File: src/rtl/alu_pkg.sv
// Shared opcode, state and sizing definitions for the convolution-datapath ALU.
package alu_pkg;

    localparam int ALU_WIDTH    = 32;
    localparam int ALU_MUL_BITS = 16;

    typedef enum logic [2:0] {
        ALU_PASS_B = 3'b000,
        ALU_ADD    = 3'b001,
        ALU_SUB    = 3'b010,
        ALU_MULU   = 3'b011,
        ALU_INC_A  = 3'b100,
        ALU_SHR_B  = 3'b101,
        ALU_CLR    = 3'b110,
        ALU_PASS_A = 3'b111
    } alu_op_t;

    typedef enum logic {
        ALU_IDLE = 1'b0,
        ALU_MUL  = 1'b1
    } alu_state_t;

endpackage

File: src/rtl/alu_core_shift_add_multiplier.sv
// Iterative unsigned shift-add multiplier: one multiplier bit consumed per busy cycle.
module shift_add_multiplier #(
    parameter int MUL_BITS = 16
) (
    input  logic                  clk,
    input  logic                  srst,
    input  logic                  load,
    input  logic                  busy,
    input  logic [MUL_BITS-1:0]   a_in,
    input  logic [MUL_BITS-1:0]   b_in,
    output logic                  last,
    output logic [2*MUL_BITS-1:0] product
);

    localparam int PW = 2 * MUL_BITS;
    localparam int CW = (MUL_BITS > 1) ? $clog2(MUL_BITS) : 1;

    logic [PW-1:0]       mcand_reg;
    logic [MUL_BITS-1:0] mplier_reg;
    logic [PW-1:0]       prod_reg;
    logic [CW-1:0]       count_reg;
    logic [PW-1:0]       addend;

    // Partial product for this step: multiplicand gated by the current multiplier LSB.
    generate
        for (genvar gi = 0; gi < PW; gi++) begin : g_addend
            assign addend[gi] = mcand_reg[gi] & mplier_reg[0];
        end
    endgenerate

    // product already includes the current step, so the caller can capture it on the last cycle.
    assign product = prod_reg + addend;
    assign last    = busy && (count_reg == '0);

    always_ff @(posedge clk) begin
        if (srst) begin
            mcand_reg  <= '0;
            mplier_reg <= '0;
            prod_reg   <= '0;
            count_reg  <= '0;
        end else if (load) begin
            mcand_reg  <= {{MUL_BITS{1'b0}}, a_in};
            mplier_reg <= b_in;
            prod_reg   <= '0;
            count_reg  <= CW'(MUL_BITS - 1);
        end else if (busy) begin
            prod_reg   <= product;
            mcand_reg  <= mcand_reg << 1;
            mplier_reg <= mplier_reg >> 1;
            count_reg  <= count_reg - CW'(1);
        end
    end

endmodule

File: src/rtl/alu_core.sv
// ALU stage between the B-bus mux and the C bus: single-cycle ops plus a multi-cycle MUL.
module alu_core
    import alu_pkg::*;
#(
    parameter int WIDTH    = ALU_WIDTH,
    parameter int MUL_BITS = ALU_MUL_BITS
) (
    input  logic             clk,
    input  logic             rst,
    input  logic             start,
    input  logic [2:0]       alu_op,
    input  logic [WIDTH-1:0] a_bus,
    input  logic [WIDTH-1:0] b_bus,
    output logic [WIDTH-1:0] c_bus,
    output logic             z_flag,
    output logic             busy,
    output logic             done
);

    alu_state_t state_reg, state_next;

    logic [WIDTH-1:0]      c_bus_reg;
    logic                  z_flag_reg;
    logic                  done_reg;
    logic [WIDTH-1:0]      op_result;
    logic [WIDTH-1:0]      result_next;
    logic                  result_we;
    logic                  mul_load;
    logic                  mul_last;
    logic [2*MUL_BITS-1:0] mul_product;

    shift_add_multiplier #(
        .MUL_BITS(MUL_BITS)
    ) u_mul (
        .clk    (clk),
        .srst   (rst),
        .load   (mul_load),
        .busy   (busy),
        .a_in   (a_bus[MUL_BITS-1:0]),
        .b_in   (b_bus[MUL_BITS-1:0]),
        .last   (mul_last),
        .product(mul_product)
    );

    always_comb begin
        op_result = '0;
        case (alu_op)
            ALU_PASS_B: op_result = b_bus;
            ALU_ADD:    op_result = a_bus + b_bus;
            ALU_SUB:    op_result = a_bus - b_bus;
            ALU_INC_A:  op_result = a_bus + WIDTH'(1);
            ALU_SHR_B:  op_result = b_bus >> 1;
            ALU_CLR:    op_result = '0;
            ALU_PASS_A: op_result = a_bus;
            default:    op_result = '0;
        endcase
    end

    // Requests are only looked at in IDLE, so a start during MUL (including its last cycle) is dropped.
    always_comb begin
        state_next  = state_reg;
        mul_load    = 1'b0;
        result_we   = 1'b0;
        result_next = '0;
        case (state_reg)
            ALU_IDLE: begin
                if (start) begin
                    if (alu_op == ALU_MULU) begin
                        mul_load   = 1'b1;
                        state_next = ALU_MUL;
                    end else begin
                        result_we   = 1'b1;
                        result_next = op_result;
                    end
                end
            end
            ALU_MUL: begin
                if (mul_last) begin
                    result_we   = 1'b1;
                    result_next = WIDTH'(mul_product);
                    state_next  = ALU_IDLE;
                end
            end
            default: state_next = ALU_IDLE;
        endcase
    end

    always_ff @(posedge clk) begin
        if (rst) begin
            state_reg  <= ALU_IDLE;
            c_bus_reg  <= '0;
            z_flag_reg <= 1'b0;
            done_reg   <= 1'b0;
        end else begin
            state_reg <= state_next;
            done_reg  <= result_we;
            if (result_we) begin
                c_bus_reg  <= result_next;
                z_flag_reg <= (result_next == '0);
            end
        end
    end

    assign c_bus  = c_bus_reg;
    assign z_flag = z_flag_reg;
    assign done   = done_reg;
    assign busy   = (state_reg == ALU_MUL);

endmodule

File: config.mk
export PLATFORM = sky130hd
export DESIGN_NAME = alu_core
export DESIGN_NICKNAME = d
export VERILOG_FILES = /design/src/rtl/alu_pkg.sv /design/src/rtl/alu_core_shift_add_multiplier.sv /design/src/rtl/alu_core.sv
export SDC_FILE = /design/constraint.sdc
export NUM_CORES = 1
export LEC_CHECK = 0
export ABC_CLOCK_PERIOD_IN_PS = 11200
export CAP_MARGIN = 20
export CORE_AREA = 2 2 165 167
export DETAILED_ROUTE_END_ITERATION = 10
export DIE_AREA = 0 0 167 169
export PLACE_DENSITY_LB_ADDON = 0.12
export SLEW_MARGIN = 20
export SYNTH_ARGS = -nofsm -noshare
export SYNTH_HDL_FRONTEND = slang
export SYNTH_SLANG_ARGS = --single-unit
File: constraint.sdc
create_clock -name clk -period 11.2 [get_ports clk]
set_clock_uncertainty 0.15 [all_clocks]
set_input_delay 2.24 -clock clk [delete_from_list [all_inputs] [get_ports clk]]
set_output_delay 2.24 -clock clk [all_outputs]
set_load 0.01 [all_outputs]
[Word-level counts from Yosys, hierarchy flattened]
Cells that the tools add are included.
Word-level totals
  register bits: 119
  memory bits (read-only): 0
  input port bits: 70
  RAM bits: 0
  latch bits: 0
  memories: 0
Operators by class
  reductions and logical operators: 6
  div/mod/pow operators: 0
  magnitude comparators: 0
  multipliers: 0
  shifts and indexed selects: 0
  $add $sub $neg: 5
  mux-type cells: 20
  bitwise gates (word level): 33
  equal/unequal tests: 6
Operator list (number)
  $pmux W32 S6: 1
  $mux W32: 3
  $add A32 B32 Y32: 2
  $mux W16: 4
  $pmux W32 S2: 1
  $add A32 B1 Y32 const B: 1
  $and A1 B1 Y1: 32
  $logic_not A32 Y1: 1
  $sub A32 B32 Y32: 1
  $eq A3 B3 Y1 const B: 3
  $mux W4: 2
  $mux W1: 7
  $eq A3 B2 Y1 const B: 2
  $logic_not A4 Y1: 1
  $pmux W1 S2: 2
  $sub A4 B1 Y4 const B: 1
  $eq A3 B1 Y1 const B: 1
  $logic_not A3 Y1: 1
  $reduce_bool A2 Y1: 1
  $reduce_or A2 Y1: 1
  $logic_and A1 B1 Y1: 1
  $not A1 Y1: 1

[Logic depth before layout (Yosys ltp)]
  word-level depth: 6
  gate-level depth with buffers: 24
  mapped depth without buffers: 23

[By module]
A second synthesis with hierarchy kept.
Unflattened totals
  cells, all modules: 1365
  area, all modules: 10358.7 sq um
Modules (own cells, without submodules)
  shift_add_multiplier: cells an instance 663, instances 1, area each 5427.7 sq um
  alu_core: cells an instance 702, instances 1, area each 4931.0 sq um

[Worst setup path before layout]
Ideal clock, no wire load.
  path kind: input to register
  start point: in alu_op[1]
  end point: reg z_flag_reg (netlist: z_flag)
  stages: 20
  setup time: 0.061 ns
  arrival time: 6.433 ns
  buffers on the path: 4
  slack: 4.556 ns
  cell sequence: buf_2 > buf_2 > buf_2 > nor3b_1 > clkbuf_1 > or2_2 > ha_1 > inv_1 > fa_1 > nand2b_1 > a211oi_1 > o21ai_0 > a41oi_1 > o211ai_1 > o311ai_0 > xor2_1 > a211oi_2 > nand4_1 > nor4_2 > a32o_1
On the way
  cells in the longest elaborated chain, start to end: 6
RTL lines
  start: declaration: line alu_core.sv:11  | input logic [2:0] alu_op,
  $eq A3 B3 Y1 (tied with other cells): line alu_core.sv:47  | case (alu_op)
  $pmux W32 S6: line alu_core.sv:47
  $mux W32: line alu_core.sv:68  | if (alu_op == ALU_MULU) begin
  $mux W32: line alu_core.sv:67  | if (start) begin
  $pmux W32 S2: line alu_core.sv:65  | case (state_reg)
  $logic_not A32 Y1: line alu_core.sv:99  | z_flag_reg <= (result_next == '0);
  end signal: assignment: line alu_core.sv:99
  end: declaration: line alu_core.sv:23  | logic z_flag_reg;
Several ways; a longest one is shown, not always the timed one.
A chain may end at the register's enable or synchronous reset.

[Worst setup path after layout]
  start point: in b_bus[4]
  end point: reg z_flag_reg (netlist: z_flag)
On the way
  cells in the longest elaborated chain, start to end: 6
RTL lines
  start: declaration: line alu_core.sv:13  | input logic [WIDTH-1:0] b_bus,
  $sub A32 B32 Y32 or $add A32 B32 Y32 (tied branches): line alu_core.sv:50, alu_core.sv:49
  $pmux W32 S6 *: line alu_core.sv:47
  $mux W32 *: line alu_core.sv:68
  $mux W32 *: line alu_core.sv:67
  $pmux W32 S2 *: line alu_core.sv:65
  $logic_not A32 Y1 *: line alu_core.sv:99
Every way passes the cells marked *; elsewhere a longest branch is shown, timed or not.

==> flow_summary.rst <==
.. list-table::
   :header-rows: 1

   * - Metric
     - Value
   * - Initial detailed-routing violation count
     - 759
   * - Final setup fails
     - 0
   * - First-pass detailed-route iteration total
     - 5
   * - Number of input and output port buffers inserted
     - 104
   * - Share of post-route cells with drive strength above 1
     - 5.06%
   * - Worst hold margin
     - 0.308 ns
   * - Worst ir drop on vdd
     - 99.4 µV
   * - Kind of cell adding the most delay to the critical path
     - simple AND/OR/NAND/NOR gates
   * - Fill count
     - 2771
   * - Mapped Cells
     - 1379
   * - Critical-path cell with the highest stage delay
     - clkdlybuf4s50_1
   * - Die X-Extent
     - 167 µm
   * - Worst min path class
     - flip-flop to flip-flop
   * - Final Critical Period
     - 7.34 ns
   * - Top cell type's share of synthesized area
     - 23.4%
   * - Setup WS pre-CTS
     - 3.47 ns
   * - Number of max-cap violations
     - 0
   * - Net Count, Synth
     - 1523
   * - Post-synthesis cell type count
     - 76
   * - Detailed-route DRC error count
     - 0
   * - Ranking of synthesized cells by area
     - dfxtp_1 23%, ha_1 8.8%, a21oi_1 8.2%, mux2i_1 7.4%, nor2_1 7.3%
   * - Overall fraction of global-route tracks in use
     - 24.8%
   * - Launching element type of the critical path
     - input pin
   * - Main synth FF type
     - dfxtp_1
   * - Required time of the critical path
     - 11.41 ns
   * - Via/cell ratio
     - 5.83
   * - Type of the setup path with the least slack
     - input pin to flip-flop
   * - Post-synth EDFFs
     - 0
   * - Cell leakage power
     - 0.00453 µW
   * - Buffers from clock root to sink, at most
     - 2
   * - Top Ports
     - 105
   * - Routed wire length per instance
     - 19.8 µm
   * - HPWL reported at the end of detailed placement
     - 26.9 mm
   * - Critical path data arrival time
     - 7.55 ns
   * - CTS Sinks
     - 119
   * - Grt total ovfl
     - 0
   * - Status
     - completed
   * - Fin. max-slew vios
     - 0
   * - Post-synthesis cell type with the largest combined area
     - dfxtp_1
   * - Synth Cell Area
     - 10200 µm²
   * - Buffers plus inverters on the worst setup path
     - 1
   * - PwrDens
     - 111 nW/µm²
   * - Most common cell type on the critical path
     - nand2_1
   * - Syn. warnings
     - 0
   * - Effective utilization at floorplan
     - 38.4%
   * - Initial antenna violation count
     - 0
   * - Mean instance size in the synthesized netlist
     - 7.38 µm²
   * - Number of routed nets with antenna violations
     - 0
   * - Clock transition at the registers of the reported paths
     - 0.06 ns
   * - Period utilization
     - 65.5%
   * - RSZ-0062 raised after global routing
     - false
   * - Count of state elements after synthesis
     - 119
   * - Clock Root Buffer
     - clkbuf_16
   * - CTS Buf Count
     - 17
   * - Syn-to-layout area delta
     - 18.2%
   * - Overall via count from detail_route
     - 10406
   * - Peak per-stage delay on the critical path
     - 0.54 ns
   * - Headroom to the max-slew limit
     - 32.9%
   * - Total die area
     - 28200 µm²
   * - Placement Rows
     - 60
   * - Final Net Count
     - 1575
   * - Vias in the first global route
     - 10099
   * - CTS resizes
     - 0
   * - Sequential cell area
     - 2390 µm²
   * - Hold-fix buffers, CTS
     - 0
   * - Insertion delay to the later sink of the worst-skew pair
     - 0.43 ns
   * - Sequential cell area fraction in the yosys report
     - 23.4%
   * - Antenna diodes
     - 0
   * - CP Capture Type
     - flip-flop
   * - Number of failing hold endpoints at the final stage
     - 0
   * - Total Routed Length
     - 35.4 mm
   * - Smallest setup slack after layout
     - 3.86 ns
   * - Number of buffers inserted to repair setup after CTS
     - 0
   * - Wire length of the first global-routing pass
     - 55.8 mm
   * - Highest clock frequency the design can meet
     - 0.136 GHz
   * - Worst-Margin Slew
     - 1.00 ns
   * - Post-synthesis async set-or-reset flop share
     - 0%
   * - Overall die height
     - 169 µm
   * - Last weighted congestion value of the routability-driven placer
     - 0.882
   * - List of cells traversed by the critical path
     - clkdlybuf4s50_1 -> nor4_1 -> nand2_1 -> nor3_1 -> nand2_1 -> nor2_1 -> nand2_1 -> or2_2 -> nor2_1 -> o21ai_0 -> a21oi_1 -> ha_1 -> a21oi_1 -> or3b_2 -> a41oi_1 -> a41oi_1 -> a31oi_1 -> o21ai_0 -> a211oi_1 -> nand4_1 -> nor4_2 -> a32o_1
   * - TritonCTS clock tree
     - yes
   * - Largest fanout on the critical path
     - 7
   * - Area of the multi-input gates
     - 7430 µm²
   * - Post-Route Setup TNS
     - 0 ns
   * - FF-to-FF setup slack
     - 6.42 ns
   * - Max H-tree Level
     - 4
   * - Core area
     - 26500 µm²
   * - Pin count of the biggest net entering global routing
     - 74
==> worst reg2reg max path, stage by stage (launching register included) <==
cell and delay, ns:
dfxtp_4 0.77, buf_4 0.78, nand2b_1 0.53, a21o_1 0.52, nor2_1 0.16, a221oi_1 0.40
and4_1 0.30, nand4b_1 0.17, nor4_1 0.34, nand4_1 0.20, nor4_2 0.25, a32o_1 0.15
==> final cells by class <==
| class | count | share of cell area, % |
|---|---|---|
| Sequential cell | 119 | 19.8 |
| Timing Repair Buffer | 120 | 9.56 |
| Inverter | 24 | 0.749 |
| Multi-Input combinational cell | 1149 | 61.7 |
| Clock inverter | 14 | 0.967 |
| Clock buffer | 18 | 3.65 |
| Tap cell | 341 | 3.55 |
==> Yosys cell counts, drive strengths merged, types with 10 or more instances <==
| cell | instances |
|---|---|
| dfxtp | 119 |
| and2 | 36 |
| buf | 13 |
| nor3 | 19 |
| o21ai | 79 |
| a21oi | 167 |
| nand2 | 132 |
| a21o | 12 |
| o21a | 13 |
| a221oi | 13 |
| xnor2 | 39 |
| or3 | 13 |
| nand3 | 35 |
| inv | 24 |
| nand2b | 13 |
| clkbuf | 74 |
| xor2 | 39 |
| a222oi | 14 |
| a22oi | 12 |
| nor2 | 197 |
| nand4 | 14 |
| ha | 72 |
| a31oi | 10 |
| a211oi | 17 |
| mux2i | 75 |
==> layer usage <==
layer  up-vias  part of all wire [%]  track usage (%)
met5         -                     0                0
met4         0                   3.7             10.5
met3        65                   5.2             3.32
met2       351                    46             41.9
met1      4882                    45             31.9
li1       5108                     -                -
==> power breakdown <==
| group | switching, µW | internal [µW] | total, µW |
|---|---|---|---|
| Sequential | 15.0 | 439 | 454 |
| Clock | 235 | 295 | 530 |
| Combinational | 209 | 147 | 356 |
==> placed cells by master, fill, tap and decap left out, drive strengths merged, types with 6 or more instances in the layout <==
| cell type | count |
|---|---|
| a22oi | 12 |
| xnor2 | 39 |
| and2 | 36 |
| clkbuf | 18 |
| a211oi | 17 |
| nand4 | 14 |
| o21a | 13 |
| ha | 72 |
| inv | 31 |
| mux2i | 75 |
| nand2b | 13 |
| xor2 | 39 |
| a222oi | 14 |
| nor3 | 19 |
| a221oi | 13 |
| buf | 18 |
| a31oi | 10 |
| o211ai | 9 |
| o31ai | 9 |
| nand2 | 132 |
| dfxtp | 119 |
| nor4 | 8 |
| a21o | 12 |
| nor2 | 197 |
| nor2b | 9 |
| o311ai | 6 |
| nand3 | 35 |
| clkdlybuf4s50 | 102 |
| or3 | 13 |
| o21ai | 79 |
| nor3b | 6 |
| a21oi | 167 |
==> worst paths after layout <==
| path | startpoint | end | cells past startpoint |
|---|---|---|---|
| max | b_bus[4] | z_flag$_SDFFE_PP0P_ | 22 |
| min | c_bus[29]$_SDFFE_PP0P_ | c_bus[29]$_SDFFE_PP0P_ | 2 |
| max reg2reg | busy$_SDFF_PP0_ | z_flag$_SDFFE_PP0P_ | 11 |
| min reg2reg | c_bus[29]$_SDFFE_PP0P_ | c_bus[29]$_SDFFE_PP0P_ | 2 |
==> through the flow <==
stage	cells	cell area, µm²	util [%]	power, µW
after floorplan	1379	10200	-	679
after global placement	1752	11500	43.3	818
after CTS	1785	12000	45.4	1350
after detailed placement	1753	11500	43.3	815
after global routing	1785	12000	45.4	1400
final	1785	12000	45.4	1340
==> kinds of logic after synthesis <==
group	synth area share (%)
buf+inv	4.18
simple gates	23.7
flops	23.4
xor+xnor	6.71
fa+ha+maj	9.24
mux	7.48
compound gates	25.3
Note: power is estimated with default switching activity, not from simulation.
